[config.mk]
export PLATFORM = sky130hd
export DESIGN_NAME = stim_vector_sequencer
export DESIGN_NICKNAME = d
export VERILOG_FILES = /design/src/rtl/stim_pkg.sv /design/src/rtl/stim_hold_timer.sv /design/src/rtl/stim_vector_sequencer.sv
export SDC_FILE = /design/constraint.sdc
export NUM_CORES = 1
export LEC_CHECK = 0
export CAP_MARGIN = 15
export CORE_ASPECT_RATIO = 0.7
export CORE_MARGIN = 4
export CORE_UTILIZATION = 50
export DETAILED_ROUTE_END_ITERATION = 16
export PLACE_DENSITY = 0.74
export SETUP_SLACK_MARGIN = 0.05
export SYNTH_ARGS = -nofsm -noshare
export SYNTH_HDL_FRONTEND = slang
export SYNTH_HIERARCHICAL = 1
export SYNTH_SLANG_ARGS = --single-unit
[constraint.sdc]
create_clock -name clk -period 4.03 [get_ports clk]
set_input_delay 1.0075 -clock clk [delete_from_list [all_inputs] [get_ports clk]]
set_output_delay 1.0075 -clock clk [all_outputs]
set_load 0.02 [all_outputs]
[src/rtl/stim_pkg.sv]
// Shared types for the stimulus-vector sequencer: FSM states, widths and the
// table entry layout {stim[5:0], exp}.
package stim_pkg;

  localparam int STIM_W = 6;
  localparam int ERR_W  = 8;
  localparam int VEC_W  = STIM_W + 1;

  typedef enum logic [1:0] {
    IDLE   = 2'd0,
    APPLY  = 2'd1,
    SAMPLE = 2'd2,
    DONE   = 2'd3
  } state_t;

  typedef struct packed {
    logic [STIM_W-1:0] stim;
    logic              exp;
  } vec_entry_t;

endpackage

[src/rtl/stim_hold_timer.sv]
// Loadable down-counter with a zero flag; times how long each vector is held.
module stim_hold_timer #(
  parameter int CW = 3
) (
  input  logic          clk,
  input  logic          rst_n,
  input  logic          load_i,
  input  logic [CW-1:0] load_val_i,
  input  logic          en_i,
  output logic [CW-1:0] cnt_o,
  output logic          zero_o
);

  logic [CW-1:0] cnt_q, cnt_d;

  always_comb begin
    cnt_d = cnt_q;
    if (load_i)
      cnt_d = load_val_i;
    else if (en_i && (cnt_q != '0))
      cnt_d = cnt_q - 1'b1;
  end

  always_ff @(posedge clk or negedge rst_n) begin
    if (!rst_n) cnt_q <= '0;
    else        cnt_q <= cnt_d;
  end

  assign cnt_o  = cnt_q;
  assign zero_o = (cnt_q == '0);

endmodule

[src/rtl/stim_vector_sequencer.sv]
// Applies a loadable table of 6-bit vectors to a DUT, samples Y after a hold
// interval and counts mismatches. Optional STIM_FIRST_FAIL_EN adds first-fail capture.
module stim_vector_sequencer
  import stim_pkg::*;
#(
  parameter int NUM_VEC     = 4,
  parameter int HOLD_CYCLES = 5,
  parameter int AW          = 4
) (
  input  logic              clk,
  input  logic              rst_n,
  input  logic              start,
  input  logic              wr_en,
  input  logic [AW-1:0]     wr_addr,
  input  logic [VEC_W-1:0]  wr_data,
  input  logic              y_in,
  output logic [STIM_W-1:0] stim_out,
  output logic              busy,
  output logic              done,
  output logic              pass,
  output logic [ERR_W-1:0]  err_count,
  output logic [AW-1:0]     vec_idx,
`ifdef STIM_FIRST_FAIL_EN
  output logic              first_fail_vld,
  output logic [AW-1:0]     first_fail_idx,
`endif
  output logic [1:0]        dbg_state
);

  localparam int            CW         = $clog2(HOLD_CYCLES + 1);
  localparam logic [CW-1:0] HOLD_LOAD  = CW'(HOLD_CYCLES - 1);
  localparam logic [AW:0]   NUM_VEC_W  = (AW+1)'(NUM_VEC);
  localparam logic [AW-1:0] LAST_IDX   = AW'(NUM_VEC - 1);

  state_t            state_q;
  vec_entry_t        tbl_q [2**AW];
  logic [STIM_W-1:0] stim_q;
  logic              busy_q, done_q, pass_q;
  logic [ERR_W-1:0]  err_q, err_upd;
  logic [AW-1:0]     vec_idx_q;
`ifdef STIM_FIRST_FAIL_EN
  logic              ff_vld_q;
  logic [AW-1:0]     ff_idx_q;
`endif

  logic       wr_ok, mismatch, err_inc, last_vec;
  logic       timer_load, timer_en, timer_zero;
  logic [CW-1:0] timer_cnt;
  vec_entry_t wr_ent, first_ent, next_ent;

  // Writes are only accepted while idle, so the table is frozen during a run.
  assign wr_ok     = wr_en && (state_q == IDLE) && ({1'b0, wr_addr} < NUM_VEC_W);
  assign wr_ent    = vec_entry_t'(wr_data);
  // A same-cycle write to entry 0 is forwarded so the run starts on the new data.
  assign first_ent = (wr_ok && (wr_addr == '0)) ? wr_ent : tbl_q[0];
  assign next_ent  = tbl_q[vec_idx_q + 1'b1];
  assign last_vec  = (vec_idx_q == LAST_IDX);
  assign mismatch  = (y_in != tbl_q[vec_idx_q].exp);
  assign err_inc   = (state_q == SAMPLE) && mismatch && (err_q != '1);
  assign err_upd   = err_inc ? err_q + 1'b1 : err_q;

  assign timer_load = ((state_q == IDLE) && start) || ((state_q == SAMPLE) && !last_vec);
  assign timer_en   = (state_q == APPLY);

  stim_hold_timer #(.CW(CW)) u_hold_timer (
    .clk        (clk),
    .rst_n      (rst_n),
    .load_i     (timer_load),
    .load_val_i (HOLD_LOAD),
    .en_i       (timer_en),
    .cnt_o      (timer_cnt),
    .zero_o     (timer_zero)
  );

  always_ff @(posedge clk or negedge rst_n) begin
    if (!rst_n) begin
      for (int i = 0; i < 2**AW; i++) tbl_q[i] <= '0;
    end else if (wr_ok) begin
      tbl_q[wr_addr] <= wr_ent;
    end
  end

  always_ff @(posedge clk or negedge rst_n) begin
    if (!rst_n) begin
      state_q   <= IDLE;
      stim_q    <= '0;
      busy_q    <= 1'b0;
      done_q    <= 1'b0;
      pass_q    <= 1'b0;
      err_q     <= '0;
      vec_idx_q <= '0;
`ifdef STIM_FIRST_FAIL_EN
      ff_vld_q  <= 1'b0;
      ff_idx_q  <= '0;
`endif
    end else begin
      done_q <= 1'b0;
      err_q  <= err_upd;
      case (state_q)
        IDLE: begin
          if (start) begin
            err_q     <= '0;
            pass_q    <= 1'b0;
            vec_idx_q <= '0;
            stim_q    <= first_ent.stim;
            busy_q    <= 1'b1;
            state_q   <= APPLY;
`ifdef STIM_FIRST_FAIL_EN
            ff_vld_q  <= 1'b0;
            ff_idx_q  <= '0;
`endif
          end
        end
        APPLY: begin
          if (timer_zero) state_q <= SAMPLE;
        end
        SAMPLE: begin
`ifdef STIM_FIRST_FAIL_EN
          if (mismatch && !ff_vld_q) begin
            ff_vld_q <= 1'b1;
            ff_idx_q <= vec_idx_q;
          end
`endif
          if (last_vec) begin
            done_q  <= 1'b1;
            pass_q  <= (err_upd == '0);
            state_q <= DONE;
          end else begin
            vec_idx_q <= vec_idx_q + 1'b1;
            stim_q    <= next_ent.stim;
            state_q   <= APPLY;
          end
        end
        DONE: begin
          busy_q  <= 1'b0;
          state_q <= IDLE;
        end
        default: state_q <= IDLE;
      endcase
    end
  end

  assign stim_out  = stim_q;
  assign busy      = busy_q;
  assign done      = done_q;
  assign pass      = pass_q;
  assign err_count = err_q;
  assign vec_idx   = vec_idx_q;
  assign dbg_state = state_q;
`ifdef STIM_FIRST_FAIL_EN
  assign first_fail_vld = ff_vld_q;
  assign first_fail_idx = ff_idx_q;
`endif

  logic unused_ok;
  assign unused_ok = ^timer_cnt;

endmodule

-- Word level (Yosys, flattened, before mapping)
Cells that the tools add are included.
Widths: inputs -> output; s select.
- add/sub/neg operators: 3
- multiply operators: 0
- divide/modulo/power cells: 0
- order comparisons: 5
- equality and inequality tests: 10
- shifts and indexed selects: 0
- multiplexer cells: 32
- bitwise gates (word level): 3
- reductions and logical operators: 23
- operators with widths (kind ; count):
    $bwmux 112 ; 1
    $bmux 7 s4 ; 2
    $demux 7 s4 ; 1
    $mux 7 ; 4
    $mux 8 ; 3
    $ge 5x5->1 const B ; 3
    $not 4->5 ; 3
    $mux 6 ; 2
    $pmux 6 s2 ; 1
    $logic_and 1x1->1 ; 9
    $add 8x1->8 const B ; 1
    $logic_not 8->1 ; 1
    $mux 4 ; 2
    $ne 2x2->1 const B ; 4
    $ne 8x8->1 const B ; 1
    $pmux 2 s4 ; 1
    $pmux 4 s2 ; 1
    $mux 1 ; 7
    $mux 2 ; 3
    $mux 3 ; 2
    $reduce_and 3->1 ; 2
    $reduce_bool 2->1 ; 3
    $lt 5x1->1 const B ; 1
    $add 4x1->4 const B ; 1
    other kinds (14) ; 17
- register bits: 138
- bits in latches: 0
- memory bits (writable): 0
- bits in read-only memories: 0
- input bits: 16
- output and inout bits: 23
- logic and storage cells: 116
- memories: 0

-- Logic depth before layout (Yosys ltp)
Gate-level depths: netlist of run 1.
- word-level depth: 11
- gate-level depth with buffers: 9
- depth with buffers taken out: 7

-- By module
Netlist of run 1, hierarchy kept.
- by module, submodules not included (module ; times used ; cells an instance ; area an instance (um^2) ; seq. area each (um^2)):
    stim_vector_sequencer ; 1 ; 410 ; 5560.3 ; 3378.2
    stim_hold_timer ; 1 ; 19 ; 190.2 ; 75.1

-- Least setup slack after synthesis of run 1
OpenSTA, ideal clock, no wires.
- path type: register to register
- from: register vec_idx_q[0] (netlist: vec_idx[0])
- to: register pass_q (netlist: pass)
- setup time: 0.092 ns
- arrival: 2.426 ns
- data required time: 3.938 ns
- slack: 1.512 ns
- stages on the path, launching flop included: 9
- path buffers: 1
- clock period less this slack: 2.518 ns
- path through: dfrtp_1 -> buf_6 -> mux4_2 -> mux2i_1 -> mux2i_1 -> xnor2_1 -> nor4b_1 -> mux2_2 -> o31ai_2
- word-level cells in the longest chain between the ends: 11
- elaborated cells on any way between the ends: 14
- those cells by class: eq/ne (3); mux (6); bitwise (1); reduce/logical (4)
- ends and longest elaborated chain (item ; RTL line ; source):
    from (decl) ; stim_vector_sequencer.sv:40 ; logic [AW-1:0] vec_idx_q;
    from (signal assigned) ; stim_vector_sequencer.sv:129 ; vec_idx_q <= vec_idx_q + 1'b1;
    $not 4->5 (not written as such) ; stim_vector_sequencer.sv:58 ; assign mismatch = (y_in != tbl_q[vec_idx_q].exp);
    $bmux 7 s4 ; stim_vector_sequencer.sv:58 ;
    $mux 1 (not written as such) (2 in series) ; stim_vector_sequencer.sv:58 ;
    $ne 1x1->1 ; stim_vector_sequencer.sv:58 ;
    $logic_and 1x1->1 (2 in series) ; stim_vector_sequencer.sv:59 ; assign err_inc = (state_q == SAMPLE) && mismatch && (err_q != '1);
    $mux 8 ; stim_vector_sequencer.sv:60 ; assign err_upd = err_inc ? err_q + 1'b1 : err_q;
    $logic_not 8->1 ; stim_vector_sequencer.sv:126 ; pass_q <= (err_upd == '0);
    $mux 1 ; stim_vector_sequencer.sv:124 ; if (last_vec) begin
    $pmux 1 s2 ; stim_vector_sequencer.sv:99 ; case (state_q)
    to (signal assigned) ; stim_vector_sequencer.sv:126 ;
    to (decl) ; stim_vector_sequencer.sv:38 ; logic busy_q, done_q, pass_q;
Parallel ways exist; a longest one is shown, timed or not. The select of a mux whose other input is x is not followed.
A chain may end at the register's enable or synchronous reset.

-- Final worst setup path of run 1
- from: register vec_idx_q[1] (netlist: vec_idx[1])
- to: register pass_q (netlist: pass)
Same word-level chain as after synthesis.

==> results.txt, run 1 <==
Clock Sink Count = 138
Lkg Pwr = 2.96 nW
Commonest non-fill, non-tap cell in the layout = dfrtp_1
Root buffer cell = clkbuf_16
Sequential fraction of the synthesis area = 60.1%
Synth Area in XOR/XNOR = 1.52%
Arr. time, crit path = 3.11 ns
Layout net count = 415
Final setup vio count = 0
DR vias/cell = 5.20
ANT nets after route = 0
Final min period = 2.80 ns
Flops & latches, synth = 138
# Post-CTS Setup Buffers = 0
Grt ovf = 0
First-pass GRT wire length = 17100 um
Die Y = 97.7 um
Share of power burned in the clock network = 33.7%
Dominant synthesized flop cell = dfrtp_1
Kind of end point of the critical path = register
Total power = 4.46 mW
Max Cap Viol = 0
Final HPWL DP = 6760 um
Avg Cell Area, Syn = 13.4 um^2
CP Max Fanout = 11
Adder-cell share of the synthesized area = 0.870%
Combinational fraction of design power = 26.9%
Final Wtd Congestion = 0.781
Slew Viols, Final = 0
Diode count = 0
Simple-Gate Fraction of Synth Area = 7.31%
Crit share post-route = 69.4%
Most frequent cells in the layout = dfrtp_1, clkdlybuf4s50_1, mux4_2
Final hold violation count = 0
Critical Path Start Type = register
Power Internal = 3.14 mW
Cell Pwr Density = 678 mW/mm^2
RSZ-0062 raised after global routing = no
Largest family of logic cells by synthesized area = multiplexers
Post-synthesis cell type count = 45
Post-synth EDFFs = 0
Initial Util = 51.7%
DRT Pass-1 Iters = 4
PortBufs = 38
Max_slew headroom = 37.1%
Critical path data required time = 4.35 ns
Clk slew on worst S/H paths = 0.06 ns
Total number of vias = 2916
Post-Syn Area = 0.00575 mm^2
Asr flop ratio synth = 100%
Fin util = 59.1%
Die X-Extent = 136 um
Initial antenna violation count = 0
Switching share of power = 29.5%
Worst-Margin Slew = 0.940 ns
Initial DRC Count = 248
P&R area growth vs syn = 14.4%
Min-Delay Path Class = reg2reg
Multiplexer area fraction after synthesis = 20.0%
Setup_tns = 0 ns
All-Layer GR Usage = 16.9%
Skew-Pair Late Insertion Delay = 0.41 ns
Fin cells = 561
Setup CP Type = reg2reg
Cells after Synth = 429
DRC viols = 0
Clk buf depth = 2
Average wire per standard cell = 17.9 um
Post-CTS Hold Fix Bufs = 0
Fraction of layout cells with a size suffix above 1 = 25.7%
Post-CTS Resized = 0
Core Area = 0.0111 mm^2
Largest net degree at the start of global routing = 65
Number of global-route vias before repair = 3175
Sw Pwr = 1.31 mW
Max Clock Skew = 0.00891 ns
I/O pin count = 39
Status = complete, no violations
Num CTS Buffers = 17
Max Clk Rate = 357 MHz
H-Tree Depth = 4
Die area = 0.0133 mm^2
Total Wirelength = 10000 um
Synth Area in Compound Gates = 2.98%
Sequential power share = 39.4%
Placed Cells = 529
Cell Rows = 32
Synthesis Warnings = 6
CTS tree = yes
Worst vdd ir = 379 uV
==> cells by family (layout without fill, tap and decap cells) <==
family,Yosys count,after routing
DFF,138,138
buffers and inverters,104,82
and+or+nand+nor,79,79
muxes,67,67
AOI/OAI and AO/OA,25,25
xor gates and xnor gates,10,10
adders and majority gates,4,4
other,2,3
==> worst max-delay path, cell delays in order (launching register included) <==
cell and delay, ns:
dfrtp_1 0.54, mux4_2 0.55, mux2i_1 0.15, mux2i_1 0.11
xnor2_1 0.30, nor4b_1 0.45, mux2_2 0.40, o31ai_2 0.20
==> power by group through the flow <==
stage	clock network [mW]	registers (mW)	logic, mW
after floorplan	0	1.79	0.816
after global placement	0	1.77	1.18
after detailed placement	0	1.78	1.21
after CTS	1.53	1.76	1.22
after global routing	1.61	1.79	1.32
final	1.50	1.75	1.20
==> state kept, by name, indices dropped and copies added, names as in the netlist <==
name	count
done	1
busy	1
vec_idx	4
pass	1
u_hold_timer/cnt_o	3
dbg_state	2
tbl_q	112
err_count	8
stim_out	6
==> path summary, 6_finish.rpt <==
path	startpoint	endpoint	slack, ns	cells after the start
setup / recovery	vec_idx[1]	pass	1.23	7
setup reg to reg	vec_idx[1]	pass	1.23	7
hold reg to reg	tbl_q[14]	tbl_q[14]	0.36	0
hold / removal	tbl_q[14]	tbl_q[14]	0.36	0
min in group asynchronous	rst_n	tbl_q[26]	0.69	1
max in group asynchronous	rst_n	tbl_q[44]	2.53	2
==> cells in the mapped netlist (all sizes together) (2+ instances only) <==
master / count / share of area [%]
buf: 5 / 0.70
nand4: 2 / 0.22
ha: 4 / 0.87
nand3: 11 / 0.96
clkbuf: 94 / 6.2
dfrtp: 138 / 60
conb: 2 / 0.13
nand2b: 3 / 0.33
nor3: 5 / 0.52
o21ai: 5 / 0.44
o311ai: 2 / 0.30
nor2b: 3 / 0.33
o211ai: 2 / 0.26
xnor2: 9 / 1.4
nor3b: 4 / 0.70
a21oi: 3 / 0.26
inv: 5 / 0.33
nand2: 23 / 1.5
or4b: 4 / 0.70
mux2: 29 / 5.7
a31oi: 7 / 0.76
mux2i: 4 / 0.70
nor4: 4 / 0.44
mux4: 34 / 14
nor2: 15 / 0.98
==> layout make-up <==
| class | count | area, um^2 |
|---|---|---|
| multi-input cells | 188 | 1890 |
| flip-flops and latches | 138 | 3450 |
| well taps | 153 | 191 |
| clock buffers | 20 | 457 |
| inverters | 5 | 18.8 |
| fillers | 838 | 4550 |
| clock inverters | 12 | 124 |
| repair buffers | 45 | 443 |
==> through the flow <==
stage                     setup slack, ns  cell area (um^2)  hold WS (ns)
after floorplan                      1.51              5750         0.421
after global placement              0.910              6000         0.357
after detailed placement            0.813              6000         0.358
after CTS                            1.24              6580         0.370
after global routing                 1.04              6580         0.378
final                                1.23              6580         0.365
==> layer usage <==
metal | track usage, % | wire [um]
met3 | 4.61 | 674
met4 | 5.81 | 41
met5 | 0 | 0
met2 | 22.5 | 4410
met1 | 26.8 | 4920
(Power assumes the default switching activity.)
==> run 2: changes to the inputs <==
- clock period: 4.03 -> 2.7 ns (I/O delays scaled with it)
==> run 2 against run 1 <==
Net effect: sequential power increased by 50%; register-to-register slack got worse by 0.97 ns; clock power increased by 77%; final area increased by 3.6%; maximum frequency increased by 15%; via count increased by 6.5%; critical endpoint unchanged; largest cell class unchanged; highest routed layer unchanged.
==> results.txt, run 2 (synthesis gave the netlist of run 1 again) <==
Final setup vio count = 0
Cell Rows = 32
Initial antenna violation count = 0
RSZ-0062 raised after global routing = no
Num CTS Buffers = 17
Grt ovf = 0
Die Y = 97.7 um
Initial Util = 51.7%
Status = complete, no violations
Core Area = 0.0111 mm^2
Arr. time, crit path = 2.76 ns
Largest net degree at the start of global routing = 45
Die X-Extent = 136 um
Largest register FFs = 112
I/O pin count = 39
Cell mode on critical path = mux2i_1
PortBufs = 38
Critical Path Start Type = register
# Post-CTS Setup Buffers = 0
Slew Viols, Final = 0
Total Wirelength = 11100 um
Fraction of layout cells with a size suffix above 1 = 28.9%
Min-Delay Path Class = in2async
Final Hold Slack = 0.255 ns
Cell Pwr Density = 1070 mW/mm^2
Final Wtd Congestion = 0.848
H-Tree Depth = 4
Final HPWL DP = 7320 um
Total number of vias = 3105
Worst-Margin Slew = 0.607 ns
Crit share post-route = 90.4%
Max Cap Viol = 0
Initial DRC Count = 251
Max Clock Skew = 0.0138 ns
Critical path data required time = 3.02 ns
Die area = 0.0133 mm^2
DRC viols = 0
Number of global-route vias before repair = 3339
Clk slew on worst S/H paths = 0.06 ns
Average wire per standard cell = 19.3 um
Clk buf depth = 2
DRT Pass-1 Iters = 4
Final hold violation count = 0
Crit-path max cell delay = 0.56 ns
Layout net count = 429
First-pass GRT wire length = 18500 um
Register area = 0.00345 mm^2
Clock Sink Count = 138
Commonest non-fill, non-tap cell in the layout = dfrtp_1
P&R area growth vs syn = 18.5%
Lkg Pwr = 3.09 nW
Slowest-stage cell, CP = mux4_1
Max_slew headroom = 59.4%
Root buffer cell = clkbuf_16
Skew-Pair Late Insertion Delay = 0.42 ns
Setup_tns = 0 ns
Multi-input gate area = 0.00190 mm^2
Most frequent cells in the layout = dfrtp_1, clkdlybuf4s50_1, mux4_2
CTS tree = yes
Crit. Startpoint = vec_idx[0]
Kind of end point of the critical path = register
Setup CP Type = reg2reg
Most flop-heavy register = tbl_q
DR vias/cell = 5.40
CP cell instances = mux4_1, mux2i_1, mux2i_1, xnor2_1, nor4b_1, mux2_2, o31ai_2
CP Max Fanout = 3
Fill count = 815
Max Clk Rate = 410 MHz
Reg2Reg Launch Point = vec_idx[0]
Diode count = 0
Final min period = 2.44 ns
Worst vdd ir = 627 uV
All-Layer GR Usage = 18.6%
ANT nets after route = 0
run 2: routing by layer:
layer	part of all wire, %	GRT usage (%)
met1	50	29.0
met3	5.0	4.87
met4	1.4	6.89
met2	44	25.2
met5	0	0
run 2: power breakdown:
group,internal (mW),switching (mW),total [mW]
clock network,1.80,0.858,2.66
logic,1.00,0.975,1.97
registers,2.38,0.241,2.62
run 2: final cells by class:
cell class	instances	area share (%)
sequential	138	50.7
multi-input combinational	188	27.9
timing repair buffer	59	8.28
clock buffer	20	6.85
clock inverter	12	3.20
tap	153	2.81
inverter	5	0.276
run 2: what timing repair did:
action,in CTS,in global routing
hold buffers,0,0
hold endpoints to repair,0,0
endpoints found under the setup margin,0,7
gates resized for setup,0,3
run 2: worst max-delay path, delay by kind of cell (launching register included):
| family | cells | cell delay, ns |
|---|---|---|
| and+or+nand+nor | 1 | 0.34 |
| DFF | 1 | 0.41 |
| xor gates and xnor gates | 1 | 0.17 |
| AOI/OAI and AO/OA | 1 | 0.20 |
| muxes | 4 | 1.21 |
run 2: worst paths after layout:
check                               end  slack (ns)  cells after the start
max in group asynchronous  err_count[5]        1.70                      2
hold reg to reg               tbl_q[14]        0.37                      0
setup reg to reg                   pass        0.26                      7
hold / removal                tbl_q[87]        0.26                      1
setup / recovery                   pass        0.26                      7
min in group clk              tbl_q[14]        0.37                      0
run 2: through the flow:
stage / setup WS, ns / instances / power, mW / utilization [%] / instance area (um^2)
after floorplan: 0.182 / 430 / 3.89 / - / 5750
after global placement: 0.160 / 543 / 4.52 / 54.9 / 6110
after detailed placement: 0.124 / 543 / 4.59 / 54.9 / 6110
after CTS: 0.128 / 575 / 7.29 / 61.1 / 6800
after global routing: 0.108 / 575 / 7.60 / 61.2 / 6810
final: 0.260 / 575 / 7.25 / 61.2 / 6810
==> run 3: changes to the inputs <==
- REMOVE_ABC_BUFFERS: unset -> 1
- SLEW_MARGIN: unset -> 10
==> run 3 against run 2 <==
Net effect: sequential power about the same; critical endpoint is now u_hold_timer/cnt_o[2]; via count decreased by 2.5%; critical path type unchanged; final area decreased by 1.1%; count of clock-buffer cells in the layout increased by 1; largest cell class unchanged; clock skew decreased by 0.010 ns; sequential share of layout area increased by 0.56 points.
==> results.txt, run 3 (synthesis gave the netlist of run 1 again) <==
Status = complete, no violations
Sequential power share = 38.0%
Largest net degree at the start of global routing = 55
Die Y = 97.7 um
Num CTS Buffers = 17
Final Wtd Congestion = 0.799
Die area = 0.0133 mm^2
All-Layer GR Usage = 17.7%
First-pass GRT wire length = 17800 um
H-Tree Depth = 4
Power Internal = 4.89 mW
Layout net count = 429
Switching share of power = 29.0%
Core Area = 0.0111 mm^2
Clk slew on worst S/H paths = 0.06 ns
Setup ws final = 0.196 ns
# Post-CTS Setup Buffers = 0
ANT nets after route = 0
Max Clock Skew = 0.00387 ns
I/O pin count = 39
Cell Rows = 32
Grt ovf = 0
Worst vdd ir = 620 uV
Min-Delay Path Class = in2async
Critical path data required time = 3.00 ns
Max Cap Viol = 0
Root buffer cell = clkbuf_16
Worst reg-to-reg path cell count = 7
Lkg Pwr = 3.05 nW
R2R Setup Slk = 0.20 ns
Post-CTS Hold Fix Bufs = 0
Die X-Extent = 136 um
Combinational fraction of design power = 27.7%
Diode count = 0
Final min period = 2.50 ns
Arr. time, crit path = 2.80 ns
CTS tree = yes
Most frequent cells in the layout = dfrtp_1, clkdlybuf4s50_1, mux4_2
Initial DRC Count = 167
Clock Sink Count = 138
Total number of vias = 3028
Initial antenna violation count = 0
DRT Pass-1 Iters = 4
Dpl ws = 0.135 ns
Clk buf depth = 2
Most flop-heavy register = tbl_q
Max Clk Rate = 399 MHz
Setup CP Type = reg2reg
Final setup vio count = 0
Skew-Pair Late Insertion Delay = 0.40 ns
P&R area growth vs syn = 17.2%
Total Wirelength = 10500 um
Share of power burned in the clock network = 34.3%
Largest register FFs = 112
Register area = 0.00345 mm^2
Final Hold Slack = 0.204 ns
DR vias/cell = 5.27
RSZ-0062 raised after global routing = no
DRC viols = 0
Sw Pwr = 2.00 mW
Number of global-route vias before repair = 3308
Post-CTS Resized = 0
Final hold violation count = 0
Commonest non-fill, non-tap cell in the layout = dfrtp_1
PortBufs = 38
Multi-input gate area = 0.00189 mm^2
Kind of end point of the critical path = register
Crit share post-route = 92.8%
Final HPWL DP = 7000 um
Critical Path Start Type = register
CP Max Fanout = 8
Average wire per standard cell = 18.3 um
Worst-Margin Slew = 0.593 ns
Fill count = 831
Fraction of layout cells with a size suffix above 1 = 28.4%
Initial Util = 51.7%
Cell Pwr Density = 1020 mW/mm^2
Slew Viols, Final = 0
Reg2reg end = u_hold_timer/cnt_o[2]
Reg2Reg Launch Point = vec_idx[1]
Max_slew headroom = 60.5%
[run 3: worst max path at each step]
stage | from | end | depth (start not counted)
final | vec_idx[1] | u_hold_timer/cnt_o[2] | 7
after floorplan | vec_idx[0] | pass | 7
after CTS | vec_idx[0] | vec_idx[0] | 2
after detailed placement | wr_addr[2] | stim_out[3] | 9
after global routing | vec_idx[1] | u_hold_timer/cnt_o[2] | 7
after global placement | wr_addr[2] | tbl_q[104] | 8
[run 3: routing by layer]
metal	wire length (um)	share of wire [%]	global-route usage, %
met1	5020	48	25.9
met2	4890	47	25.5
met5	0	0	0
met3	583	5.5	5.75
met4	22	0.21	5.11
[run 3: power by group through the flow]
stage | clock network [mW] | registers, mW | logic [mW]
after global placement | 0 | 2.64 | 1.86
after detailed placement | 0 | 2.65 | 1.92
after global routing | 2.50 | 2.66 | 2.10
after CTS | 2.40 | 2.62 | 1.93
final | 2.36 | 2.62 | 1.91
after floorplan | 0 | 2.75 | 1.06
[run 3: worst max-delay path: stages (launching register included)]
cell and delay [ns]:
dfrtp_1 0.48, buf_4 0.19, ha_1 0.17, or3b_2 0.48
nand2_1 0.19, nand2_1 0.21, or4b_1 0.58, o311ai_1 0.10
[run 3: metrics by stage]
step                power (mW)  std cells  setup TNS [ns]  cell area, um^2  util, %
finish                    6.89        575               0             6740     60.5
global route              7.25        575               0             6740     60.5
CTS                       6.95        575               0             6730     60.5
detailed placement        4.57        543               0             6120     55.0
global placement          4.50        543               0             6120     55.0
floorplan                 3.82        331          -10.65             5360        -
[run 3: cell type report]
class	instances	area share, %
flip-flops and latches	138	51.3
multi-input cells	188	28.1
repair buffers	59	8.38
clock buffers	21	6.98
well taps	153	2.84
clock inverters	11	2.14
inverters	5	0.279
